File: config.mk
export PLATFORM = sky130hd
export DESIGN_NAME = sincos_scheduler
export DESIGN_NICKNAME = d
export VERILOG_FILES = /design/src/rtl/sincos_scheduler.sv
export SDC_FILE = /design/constraint.sdc
export NUM_CORES = 1
export LEC_CHECK = 0
export BUFFER_PORTS_ARGS = -buffer_cell sky130_fd_sc_hd__clkbuf_2
export CAP_MARGIN = 0
export CORE_MARGIN = 2
export CORE_UTILIZATION = 46
export DETAILED_ROUTE_END_ITERATION = 7
export PLACE_DENSITY = 0.65
export REMOVE_ABC_BUFFERS = 1
export SLEW_MARGIN = 20
export SYNTH_ARGS = -nofsm -noshare
export SYNTH_HDL_FRONTEND = slang
export SYNTH_SLANG_ARGS = --single-unit
File: constraint.sdc
create_clock -name clk -period 10.45 [get_ports clk]
set_input_delay 0.5225 -clock clk [delete_from_list [all_inputs] [get_ports clk]]
set_output_delay 0.5225 -clock clk [all_outputs]
set_load 0.05 [all_outputs]
File: src/rtl/sincos_scheduler.sv
// Shared sincos LUT scheduler.
// Round-robin arbitration of N_REQ angle requesters onto one combinational
// quarter-wave sine LUT. Each accepted request runs a cosine phase (the LUT
// is fed angle+90) and then a sine phase. The {cos, sin} pair and the
// requester ID are returned on a valid/ready response port.
//
// Ports (sincos_scheduler):
//   clk, rst_n           clock, synchronous active-low reset
//   req_valid[N_REQ]     per-requester request valid
//   req_angle            packed angles in degrees, requester i at slice i
//   req_ready[N_REQ]     combinational grant, only in IDLE, one-hot or zero
//   rsp_valid/rsp_ready  response handshake
//   rsp_id               index of the requester served
//   rsp_cos, rsp_sin     signed results, 1.0 = 16384
//   rsp_err              request angle was >= 360

package angles;
    localparam int unsigned ANGLE_LENGTH = 9;
    localparam int unsigned OFFSET_BITS  = 14;
endpackage

// Combinational sine LUT over 0..359 degrees, quarter-wave table with
// quadrant folding. sin_sel=0 applies the +90 degree phase shift for cosine.
module sincos_lut
    import angles::*;
(
    input  logic [ANGLE_LENGTH-1:0]  angle,
    input  logic                     sin_sel,
    output logic [OFFSET_BITS+1:0]   value
);
    localparam int unsigned AW = ANGLE_LENGTH;
    localparam int unsigned RW = OFFSET_BITS + 2;
    localparam int unsigned MW = OFFSET_BITS + 1;

    // round(16384 * sin(deg)) for deg = 0..90
    function automatic logic [MW-1:0] quarter_sin(input logic [6:0] deg);
        case (deg)
            7'd0:  return MW'(0);     7'd1:  return MW'(286);   7'd2:  return MW'(572);   7'd3:  return MW'(857);
            7'd4:  return MW'(1143);  7'd5:  return MW'(1428);  7'd6:  return MW'(1713);  7'd7:  return MW'(1997);
            7'd8:  return MW'(2280);  7'd9:  return MW'(2563);  7'd10: return MW'(2845);  7'd11: return MW'(3126);
            7'd12: return MW'(3406);  7'd13: return MW'(3686);  7'd14: return MW'(3964);  7'd15: return MW'(4240);
            7'd16: return MW'(4516);  7'd17: return MW'(4790);  7'd18: return MW'(5063);  7'd19: return MW'(5334);
            7'd20: return MW'(5604);  7'd21: return MW'(5872);  7'd22: return MW'(6138);  7'd23: return MW'(6402);
            7'd24: return MW'(6664);  7'd25: return MW'(6924);  7'd26: return MW'(7182);  7'd27: return MW'(7438);
            7'd28: return MW'(7692);  7'd29: return MW'(7943);  7'd30: return MW'(8192);  7'd31: return MW'(8438);
            7'd32: return MW'(8682);  7'd33: return MW'(8923);  7'd34: return MW'(9162);  7'd35: return MW'(9397);
            7'd36: return MW'(9630);  7'd37: return MW'(9860);  7'd38: return MW'(10087); 7'd39: return MW'(10311);
            7'd40: return MW'(10531); 7'd41: return MW'(10749); 7'd42: return MW'(10963); 7'd43: return MW'(11174);
            7'd44: return MW'(11381); 7'd45: return MW'(11585); 7'd46: return MW'(11786); 7'd47: return MW'(11982);
            7'd48: return MW'(12176); 7'd49: return MW'(12365); 7'd50: return MW'(12551); 7'd51: return MW'(12733);
            7'd52: return MW'(12911); 7'd53: return MW'(13085); 7'd54: return MW'(13255); 7'd55: return MW'(13421);
            7'd56: return MW'(13583); 7'd57: return MW'(13741); 7'd58: return MW'(13894); 7'd59: return MW'(14044);
            7'd60: return MW'(14189); 7'd61: return MW'(14330); 7'd62: return MW'(14466); 7'd63: return MW'(14598);
            7'd64: return MW'(14726); 7'd65: return MW'(14849); 7'd66: return MW'(14968); 7'd67: return MW'(15082);
            7'd68: return MW'(15191); 7'd69: return MW'(15296); 7'd70: return MW'(15396); 7'd71: return MW'(15491);
            7'd72: return MW'(15582); 7'd73: return MW'(15668); 7'd74: return MW'(15749); 7'd75: return MW'(15826);
            7'd76: return MW'(15897); 7'd77: return MW'(15964); 7'd78: return MW'(16026); 7'd79: return MW'(16083);
            7'd80: return MW'(16135); 7'd81: return MW'(16182); 7'd82: return MW'(16225); 7'd83: return MW'(16262);
            7'd84: return MW'(16294); 7'd85: return MW'(16322); 7'd86: return MW'(16344); 7'd87: return MW'(16362);
            7'd88: return MW'(16374); 7'd89: return MW'(16382); 7'd90: return MW'(16384);
            default: return MW'(0);
        endcase
    endfunction

    logic [AW-1:0] eff_angle;
    logic [6:0]    idx;
    logic          neg;
    logic [MW-1:0] mag;

    // Phase shift for cosine, then fold into the first quadrant
    always_comb begin
        eff_angle = angle;
        if (!sin_sel) begin
            eff_angle = (angle >= AW'(270)) ? angle - AW'(270) : angle + AW'(90);
        end
        neg = 1'b0;
        idx = 7'(eff_angle);
        if (eff_angle <= AW'(90)) begin
            idx = 7'(eff_angle);
        end else if (eff_angle <= AW'(180)) begin
            idx = 7'(AW'(180) - eff_angle);
        end else if (eff_angle <= AW'(270)) begin
            idx = 7'(eff_angle - AW'(180));
            neg = 1'b1;
        end else begin
            idx = 7'(AW'(360) - eff_angle);
            neg = 1'b1;
        end
        mag   = quarter_sin(idx);
        value = neg ? RW'(-RW'(mag)) : RW'(mag);
    end
endmodule

module sincos_scheduler
    import angles::*;
#(
    parameter int unsigned N_REQ = 2
) (
    input  logic                          clk,
    input  logic                          rst_n,
    input  logic [N_REQ-1:0]              req_valid,
    input  logic [N_REQ*ANGLE_LENGTH-1:0] req_angle,
    output logic [N_REQ-1:0]              req_ready,
    output logic                          rsp_valid,
    input  logic                          rsp_ready,
    output logic [$clog2(N_REQ)-1:0]      rsp_id,
    output logic [OFFSET_BITS+1:0]        rsp_cos,
    output logic [OFFSET_BITS+1:0]        rsp_sin,
    output logic                          rsp_err
);
    localparam int unsigned ID_W = $clog2(N_REQ);
    localparam int unsigned AW   = ANGLE_LENGTH;
    localparam int unsigned RW   = OFFSET_BITS + 2;

    typedef enum logic [1:0] {IDLE, COS, SIN, RESP} state_t;

    state_t          state, next_state;
    logic [ID_W-1:0] rr_ptr;
    logic [ID_W-1:0] id_lat;
    logic [AW-1:0]   angle_lat;
    logic [AW-1:0]   unit_angle;
    logic [RW-1:0]   cos_lat, sin_lat;
    logic            err_lat;
    logic [RW-1:0]   unit_value;

    logic            grant_found;
    logic [ID_W-1:0] grant_idx;
    logic [AW-1:0]   grant_angle;
    logic            grant_bad;
    logic [AW-1:0]   grant_shift;
    int              scan_idx;

    logic accept, ld_cos, ld_sin, ld_rsp, rsp_fire;

    // Single shared LUT; its input is always a register
    sincos_lut u_lut (
        .angle   (unit_angle),
        .sin_sel (1'b1),
        .value   (unit_value)
    );

    // Round-robin search starting at rr_ptr
    always_comb begin
        grant_found = 1'b0;
        grant_idx   = '0;
        grant_angle = '0;
        scan_idx    = 0;
        for (int k = 0; k < int'(N_REQ); k++) begin
            scan_idx = int'(rr_ptr) + k;
            if (scan_idx >= int'(N_REQ)) begin
                scan_idx = scan_idx - int'(N_REQ);
            end
            if (!grant_found && req_valid[scan_idx]) begin
                grant_found = 1'b1;
                grant_idx   = ID_W'(scan_idx);
                grant_angle = req_angle[scan_idx*int'(AW) +: AW];
            end
        end
        grant_bad   = (grant_angle >= AW'(360));
        grant_shift = (grant_angle >= AW'(270)) ? grant_angle - AW'(270)
                                                : grant_angle + AW'(90);
    end

    // State register
    always_ff @(posedge clk) begin
        if (!rst_n) begin
            state <= IDLE;
        end else begin
            state <= next_state;
        end
    end

    // Next-state logic
    always_comb begin
        next_state = state;
        case (state)
            IDLE: if (grant_found) next_state = grant_bad ? RESP : COS;
            COS:  next_state = SIN;
            SIN:  next_state = RESP;
            RESP: if (rsp_valid && rsp_ready) next_state = IDLE;
            default: next_state = IDLE;
        endcase
    end

    // FSM outputs: grant and datapath load strobes
    always_comb begin
        req_ready = '0;
        accept    = 1'b0;
        ld_cos    = 1'b0;
        ld_sin    = 1'b0;
        ld_rsp    = 1'b0;
        rsp_fire  = 1'b0;
        case (state)
            IDLE: begin
                if (grant_found) begin
                    req_ready[grant_idx] = 1'b1;
                    accept               = 1'b1;
                end
            end
            COS:  ld_cos = 1'b1;
            SIN:  ld_sin = 1'b1;
            RESP: begin
                if (!rsp_valid) begin
                    ld_rsp = 1'b1;
                end else if (rsp_ready) begin
                    rsp_fire = 1'b1;
                end
            end
            default: ;
        endcase
    end

    // Datapath: request latch, phase results, response registers
    always_ff @(posedge clk) begin
        if (!rst_n) begin
            rr_ptr     <= '0;
            id_lat     <= '0;
            angle_lat  <= '0;
            unit_angle <= '0;
            cos_lat    <= '0;
            sin_lat    <= '0;
            err_lat    <= 1'b0;
            rsp_valid  <= 1'b0;
            rsp_id     <= '0;
            rsp_cos    <= '0;
            rsp_sin    <= '0;
            rsp_err    <= 1'b0;
        end else begin
            if (accept) begin
                id_lat    <= grant_idx;
                angle_lat <= grant_angle;
                err_lat   <= grant_bad;
                if (grant_bad) begin
                    cos_lat <= '0;
                    sin_lat <= '0;
                end else begin
                    unit_angle <= grant_shift;
                end
            end
            if (ld_cos) begin
                cos_lat    <= unit_value;
                unit_angle <= angle_lat;
            end
            if (ld_sin) begin
                sin_lat <= unit_value;
            end
            if (ld_rsp) begin
                rsp_valid <= 1'b1;
                rsp_id    <= id_lat;
                rsp_cos   <= cos_lat;
                rsp_sin   <= sin_lat;
                rsp_err   <= err_lat;
            end
            if (rsp_fire) begin
                rsp_valid <= 1'b0;
                rr_ptr    <= (rsp_id == ID_W'(N_REQ - 1)) ? '0 : rsp_id + ID_W'(1);
            end
        end
    end
endmodule

==> results.cfg, run 1 <==
[status]
run_status = finished, final reports clean

[global_route]
global_route.usage.total_pct = 24.59
grt_pass1_vias = 6358
initial_antenna_violation_count = 0
wire_length_of_the_first_global_routing_pass_mm = 32.58
grt_start_max_net_pins = 70
globalRouteOverflowTotal = 0

[worst_hold_path]
holdPathStages = 2
hold_path_class = flop to flop

[timing]
rsz0062_at_grt = false
report.final.slew_viol_count = 0
min_clock_period_post_route_ns = 6.004
timing_worst_slew_pin_value_ns = 0.8548
clock-skew-final_ns = 0.01390
relSlewSlack_pct = 43.01
hold_slack_ns = 0.4569
timing.fmax_mhz = 166.5
setup_viol_count_final = 0
setup-tns-final_ns = 0
timing.final.crit_share_pct = 57.46
hold_violation_count_in_the_final_report = 0

[worst_setup_path]
worstSetupPathType = flop to flop
cpMostUsedCell = inv_1
endpoint_kind = flop
worstSetupStartpointType = flop
worstPathMaxFanout = 45
data_arrival_time_of_the_worst_path_ns = 6.24
r2r.worst_path.cells = 20
critical-path-top-delay-family = compound AO/OA/AOI/OAI gates
critPathSlowestCell = dfxtp_1
timing.critical_path.required_ns = 10.69
cp_slowest_stage_delay_ns = 0.64
crit_buf_inv = 6
path_cells = inv_1 -> ha_1 -> o2bb2ai_1 -> o21ai_1 -> a211oi_1 -> o22ai_2 -> buf_4 -> inv_1 -> buf_4 -> ha_1 -> o311ai_4 -> o32ai_1 -> inv_1 -> ha_1 -> inv_1 -> or4_4 -> nor4_4 -> a21oi_1 -> xnor2_1 -> a22o_1
worst-path-stages = 20

[clock_network]
clock_tree.root_cell = clkbuf_16
cts-htree-levels = 3
tritoncts = built
cts_hold_buf = 0
cts-resized-gates = 0
insertion_delay_ns = 0.34
clock-sinks = 90
path_clk_slew_ns = 0.07
cts_setup_buffers = 0
clock_tree.buffer_depth = 2
number_of_clock_buffers_inserted_by_tritoncts = 9

[logic_synthesis]
synth-adder-area-share_pct = 4.725
yosys.cell_types.count = 87
post-synth-top-area-fraction_pct = 26.37
async_flop_share_pct = 0
synth_area_leaders = dfxtp_1 26%, nand2_1 8.7%, ha_1 4.6%, a21boi_0 4.4%, o21ai_0 4.2%
ys_seq_area_share_pct = 26.37
synth_enable_flop_cells = 0
synth_top_area_cell = dfxtp_1
synth_compound_area_share_pct = 33.44
synth_warnings = 0
synthesis.instances = 892
post_synth_mux_area_share_pct = 3.022
ffs_latches_synth = 90
yosys.area_share.simple_pct = 22.20
postSynth.topFlopCell = dfxtp_1
syn_area_um2 = 6832
yosys.area_share.xor_xnor_pct = 3.333
avgSynthCellArea_um2 = 7.659
largest_family_of_logic_cells_by_synthesized_area = compound AO/OA/AOI/OAI gates

[drt]
wirelength_mm = 19.63
routedWlPerCell_um = 18.05
detailroute.via_count = 6817
drt-pass1-iter-count = 7
remaining_drc_errors = 0
antenna_violating_nets_post_route = 0
via_per_inst = 6.266
initialDrtViolationCount = 578

[floorplanning]
io-pin-count = 60
core.rowCount = 44
core_um2 = 14530
die_width_um = 125.9
die_area_um2 = 15840
start_util_pct = 47.00
dieHeight_um = 125.9

[place]
gp_routability_congestion = 0.9935
placement.io_buffers = 59
detailedPlacementHpwl_mm = 13.78
post-place-cells = 1072

[layout]
fillers = 1488
fin_cells = 1088
num-nets-final = 947
antenna-diode-count = 0
drive_gt1_share_pct = 14.38
area_delta_synth_final_pct = 8.718

[run]
max_cap_viol_count = 0
## routing by layer
| metal | vias up | share of wire, % | track usage, % |
|---|---|---|---|
| met5 | - | 0 | 0 |
| met2 | 302 | 46 | 39.30 |
| li1 | 3282 | - | - |
| met4 | 0 | 4.7 | 12.15 |
| met1 | 3166 | 43 | 32.41 |
| met3 | 67 | 6.5 | 3.823 |
## through the flow
step | worst slack [ns] | util [%] | instance area [µm²]
global route | 3.922 | 51.10 | 7427
finish | 4.446 | 51.10 | 7427
global placement | 4.740 | 49.07 | 7132
detailed placement | 4.567 | 49.07 | 7132
CTS | 4.573 | 51.10 | 7427
floorplan | 3.068 | - | 6454
## registers in the layout (all words and copies together) (netlist names), 2 cells and up
register,flops
rsp_cos,16
angle_lat,9
sin_lat,16
unit_angle,9
state,2
rsp_sin,16
cos_lat,16
## cells by family (layout without fill, tap and decap cells)
family                   Yosys count  in the layout
multiplexers                      18             18
AO/OA/AOI/OAI                    312            312
buffers and inverters            105            117
flip-flops                        90             90
AND/OR/NAND/NOR                  315            315
XOR/XNOR                          26             26
adder cells (fa/ha/maj)           26             26
## area by class of cell
type	count	area, µm²	area share [%]
sequential	90	1802	24.26
clock inverter	7	70.07	0.9434
multi-input combinational	697	4583	61.71
inverter	25	93.84	1.263
tap	184	230.2	3.100
clock buffer	9	225.2	3.032
timing repair buffer	76	422.9	5.694
## cells in the final DEF (no fill, tap or decap), types with 6 or more instances in the layout
cell type	count
a2111oi_0	8
a211oi_1	16
a21boi_0	39
a21oi_1	41
a22o_1	11
a22oi_1	11
a311oi_1	11
a31oi_1	15
and2_1	12
and3_1	10
buf_4	17
clkbuf_16	9
clkbuf_2	59
dfxtp_1	90
ha_1	25
inv_1	24
mux2i_1	15
nand2_1	159
nand3_1	12
nor2_1	54
nor2b_1	6
nor3_1	17
o2111ai_1	7
o211a_1	15
o211ai_1	11
o21ai_0	57
xnor2_1	18
xor2_1	7
## synth_stat cells (all sizes together) (4+ instances only)
cell,instances
o211ai,12
nor4,8
xnor2,19
a311oi,11
o21ai,61
o2111ai,8
a22oi,11
clkbuf,48
a21o,4
a2111oi,8
nand2,160
nand2b,5
o311ai,7
a221oi,5
nand3,13
xor2,7
a211o,4
mux2i,15
o21a,5
o2bb2ai,4
a211oi,17
a31oi,15
o211a,15
dfxtp,90
nor2b,7
o22ai,5
buf,32
ha,25
a22o,11
a21oi,41
nor2,55
a21boi,40
and2,12
nor3,19
nand4,6
o31ai,4
inv,24
or4,5
and3,10
## final timing paths
kind,slack (ns),end,from
max,4.45,cos_lat[10]$_SDFFE_PN0P_,unit_angle[2]$_SDFFE_PN0P_
min,0.46,sin_lat[3]$_SDFFE_PN0P_,sin_lat[3]$_SDFFE_PN0P_
max reg2reg,4.45,cos_lat[10]$_SDFFE_PN0P_,unit_angle[2]$_SDFFE_PN0P_
min reg2reg,0.46,sin_lat[3]$_SDFFE_PN0P_,sin_lat[3]$_SDFFE_PN0P_
## worst min-delay path: stages, from the launching register on
cell and delay, ns:
dfxtp_1 0.33, nand2_1 0.04, o21ai_0 0.05
Power of run 1 is not shown: default switching activity piles up to over one toggle a cycle in this logic, so the estimate is an artifact.
==> run 2: changes to the inputs <==
--- a/config.mk
+++ b/config.mk
@@ -5,12 +5,13 @@
 export SDC_FILE = /design/constraint.sdc
 export NUM_CORES = 1
 export LEC_CHECK = 0
+export ABC_AREA = 1
 export BUFFER_PORTS_ARGS = -buffer_cell sky130_fd_sc_hd__clkbuf_2
 export CAP_MARGIN = 0
 export CORE_MARGIN = 2
 export CORE_UTILIZATION = 46
 export DETAILED_ROUTE_END_ITERATION = 7
-export PLACE_DENSITY = 0.65
+export PLACE_DENSITY = 0.68
 export REMOVE_ABC_BUFFERS = 1
 export SLEW_MARGIN = 20
 export SYNTH_ARGS = -nofsm -noshare
==> constraint.sdc (replaced) <==
create_clock -name clk -period 4.93 [get_ports clk]
set_input_delay 0.2465 -clock clk [delete_from_list [all_inputs] [get_ports clk]]
set_output_delay 0.2465 -clock clk [all_outputs]
set_load 0.05 [all_outputs]
==> results.cfg, run 2 <==
[worst_setup_path]
endpoint_kind = flop
crit_buf_inv = 5
worstSetupStartpointType = flop
cp_slowest_stage_delay_ns = 0.50
critical_path.reg2reg.endpoint = sin_lat[6]$_SDFFE_PN0P_
worstPathMaxFanout = 18
timing.critical_path.required_ns = 5.20
worst-path-stages = 25
regToRegStartpoint = unit_angle[2]$_SDFFE_PN0P_
worst_setup_path_endpoint = sin_lat[6]$_SDFFE_PN0P_
startpoint = unit_angle[2]$_SDFFE_PN0P_
cpMostUsedCell = nand2_1
r2r.worst_path.cells = 25
critical-path-top-delay-family = simple AND/OR/NAND/NOR gates
worstSetupPathType = flop to flop
reg2reg_slack_ns = 0.65
critPathSlowestCell = dfxtp_1
data_arrival_time_of_the_worst_path_ns = 4.54

[layout]
drive_gt1_share_pct = 15.06
num-nets-final = 1219
fillers = 1566
area_delta_synth_final_pct = 8.834
finalCoreUtilization_pct = 50.55
antenna-diode-count = 0
mostFrequentLayoutCell = nand2_1
layout_common_cells = 349 x nand2_1, 127 x nor2_1, 122 x nand3_1

[floorplanning]
io-pin-count = 60
core_um2 = 15030
die_width_um = 127.2
die_area_um2 = 16180
start_util_pct = 46.45
core.rowCount = 45
dieHeight_um = 127.2

[drt]
remaining_drc_errors = 0
initialDrtViolationCount = 670
routedWlPerCell_um = 14.71
antenna_violating_nets_post_route = 0
drt-pass1-iter-count = 5
detailroute.via_count = 7376
wirelength_mm = 20.05
via_per_inst = 5.412

[worst_hold_path]
holdPathStages = 4
hold_path_class = primary input to flop

[clock_network]
tritoncts = built
cts-resized-gates = 0
clock_tree.root_cell = clkbuf_16
cts_setup_buffers = 0
number_of_clock_buffers_inserted_by_tritoncts = 9
path_clk_slew_ns = 0.07
insertion_delay_ns = 0.34
cts-htree-levels = 3
clock-sinks = 90
clock_tree.buffer_depth = 2
cts_hold_buf = 0

[timing]
setup_viol_count_final = 0
report.final.slew_viol_count = 0
timing_worst_slew_pin_value_ns = 0.9452
min_clock_period_post_route_ns = 4.279
setup-tns-final_ns = 0
clock-skew-final_ns = 0.008079
timing.final.crit_share_pct = 86.80
relSlewSlack_pct = 36.60
rsz0062_at_grt = false
timing.fmax_mhz = 233.7
worst_setup_margin_ns = 0.6505
hold_violation_count_in_the_final_report = 0

[logic_synthesis]
avgSynthCellArea_um2 = 6.147
synth_warnings = 0
synth_commonest_cells = 349 x nand2_1, 128 x nor2_1, 122 x nand3_1
synth_enable_flop_cells = 0
synth_top_area_cell = dfxtp_1
synthesis.instances = 1136
ffs_latches_synth = 90
syn_area_um2 = 6983
post-synth-top-area-fraction_pct = 25.80
synth_area_leaders = dfxtp_1 26%, nand2_1 19%, nand3_1 8.7%, nor2_1 6.9%, o21ai_0 6.1%
ys_seq_area_share_pct = 25.80
post-synth-top-count-cell = nand2_1
yosys.cell_types.count = 50
async_flop_share_pct = 0
postSynth.topFlopCell = dfxtp_1

[global_route]
initial_antenna_violation_count = 0
grt_pass1_vias = 6624
global_route.usage.total_pct = 24.53
globalRouteOverflowTotal = 0
grt_start_max_net_pins = 50
wire_length_of_the_first_global_routing_pass_mm = 32.92

[place]
placement_stage_worst_setup_slack_ns = 0.7422
gp_routability_congestion = 1.025
detailedPlacementHpwl_mm = 14.48
placement.io_buffers = 59

[status]
run_status = finished, final reports clean

[run]
max_cap_viol_count = 0
[run 2: logic make-up (layout without fill, tap and decap cells)]
| family | Yosys count | count (layout) | share of synthesized area, % |
|---|---|---|---|
| DFF | 90 | 90 | 25.80 |
| adders and majority gates | 25 | 25 | 4.479 |
| and+or+nand+nor | 674 | 674 | 43.16 |
| AOI/OAI and AO/OA | 190 | 190 | 15.25 |
| xor gates and xnor gates | 13 | 13 | 1.631 |
| buffers and inverters | 144 | 183 | 9.676 |
[run 2: worst register-to-register path: cells and delay by family, from the launching register on]
family	cells	cell delay (ns)
adder cells (fa/ha/maj)	3	0.63
XOR/XNOR	1	0.26
flip-flops	1	0.50
AND/OR/NAND/NOR	14	1.89
buffers and inverters	5	0.61
AO/OA/AOI/OAI	2	0.32
[run 2: stage by stage]
| stage | area, µm² | hold WS, ns | instances |
|---|---|---|---|
| after floorplan | 6655 | 0.3441 | 1083 |
| after global placement | 7323 | 0.4544 | 1348 |
| after detailed placement | 7323 | 0.4475 | 1348 |
| after CTS | 7600 | 0.2600 | 1363 |
| after global routing | 7600 | 0.2887 | 1363 |
| final | 7600 | 0.2565 | 1363 |
[run 2: how the worst min path moves through the flow]
stage	from	endpoint	slack, ns
6_report	rsp_ready	rsp_valid$_SDFFE_PP0P_	0.26
5_1_grt	rsp_ready	rsp_valid$_SDFFE_PP0P_	0.29
4_1_cts	rsp_ready	rsp_valid$_SDFFE_PP0P_	0.26
3_5_place_dp	rsp_id$_SDFFE_PN0P_	rr_ptr$_SDFFE_PN0P_	0.45
3_3_place_gp	cos_lat[13]$_SDFFE_PN0P_	cos_lat[13]$_SDFFE_PN0P_	0.45
2_1_floorplan	rst_n	unit_angle[3]$_SDFFE_PN0P_	0.34
[run 2: metal layers]
metal  GRT usage, %  up-vias  share of wire, %  routed length [µm]
met5              0        -                 0                   0
met4          7.304        0               2.5                 508
met3          3.643       46               5.6                1131
met2          40.67      252                47                9359
met1          33.16     3326                45                9048
li1               -     3752                 -                   -
[run 2: final cells by class]
class | instances | area (µm²) | area share (%)
Multi-Input combinational cell | 902 | 4508 | 59.32
Timing Repair Buffer | 77 | 430.4 | 5.663
Clock buffer | 9 | 225.2 | 2.963
Clock inverter | 6 | 51.30 | 0.6750
Tap cell | 188 | 235.2 | 3.095
Inverter | 91 | 347.8 | 4.577
Sequential cell | 90 | 1802 | 23.71
Power of run 2 is left out for the same reason.
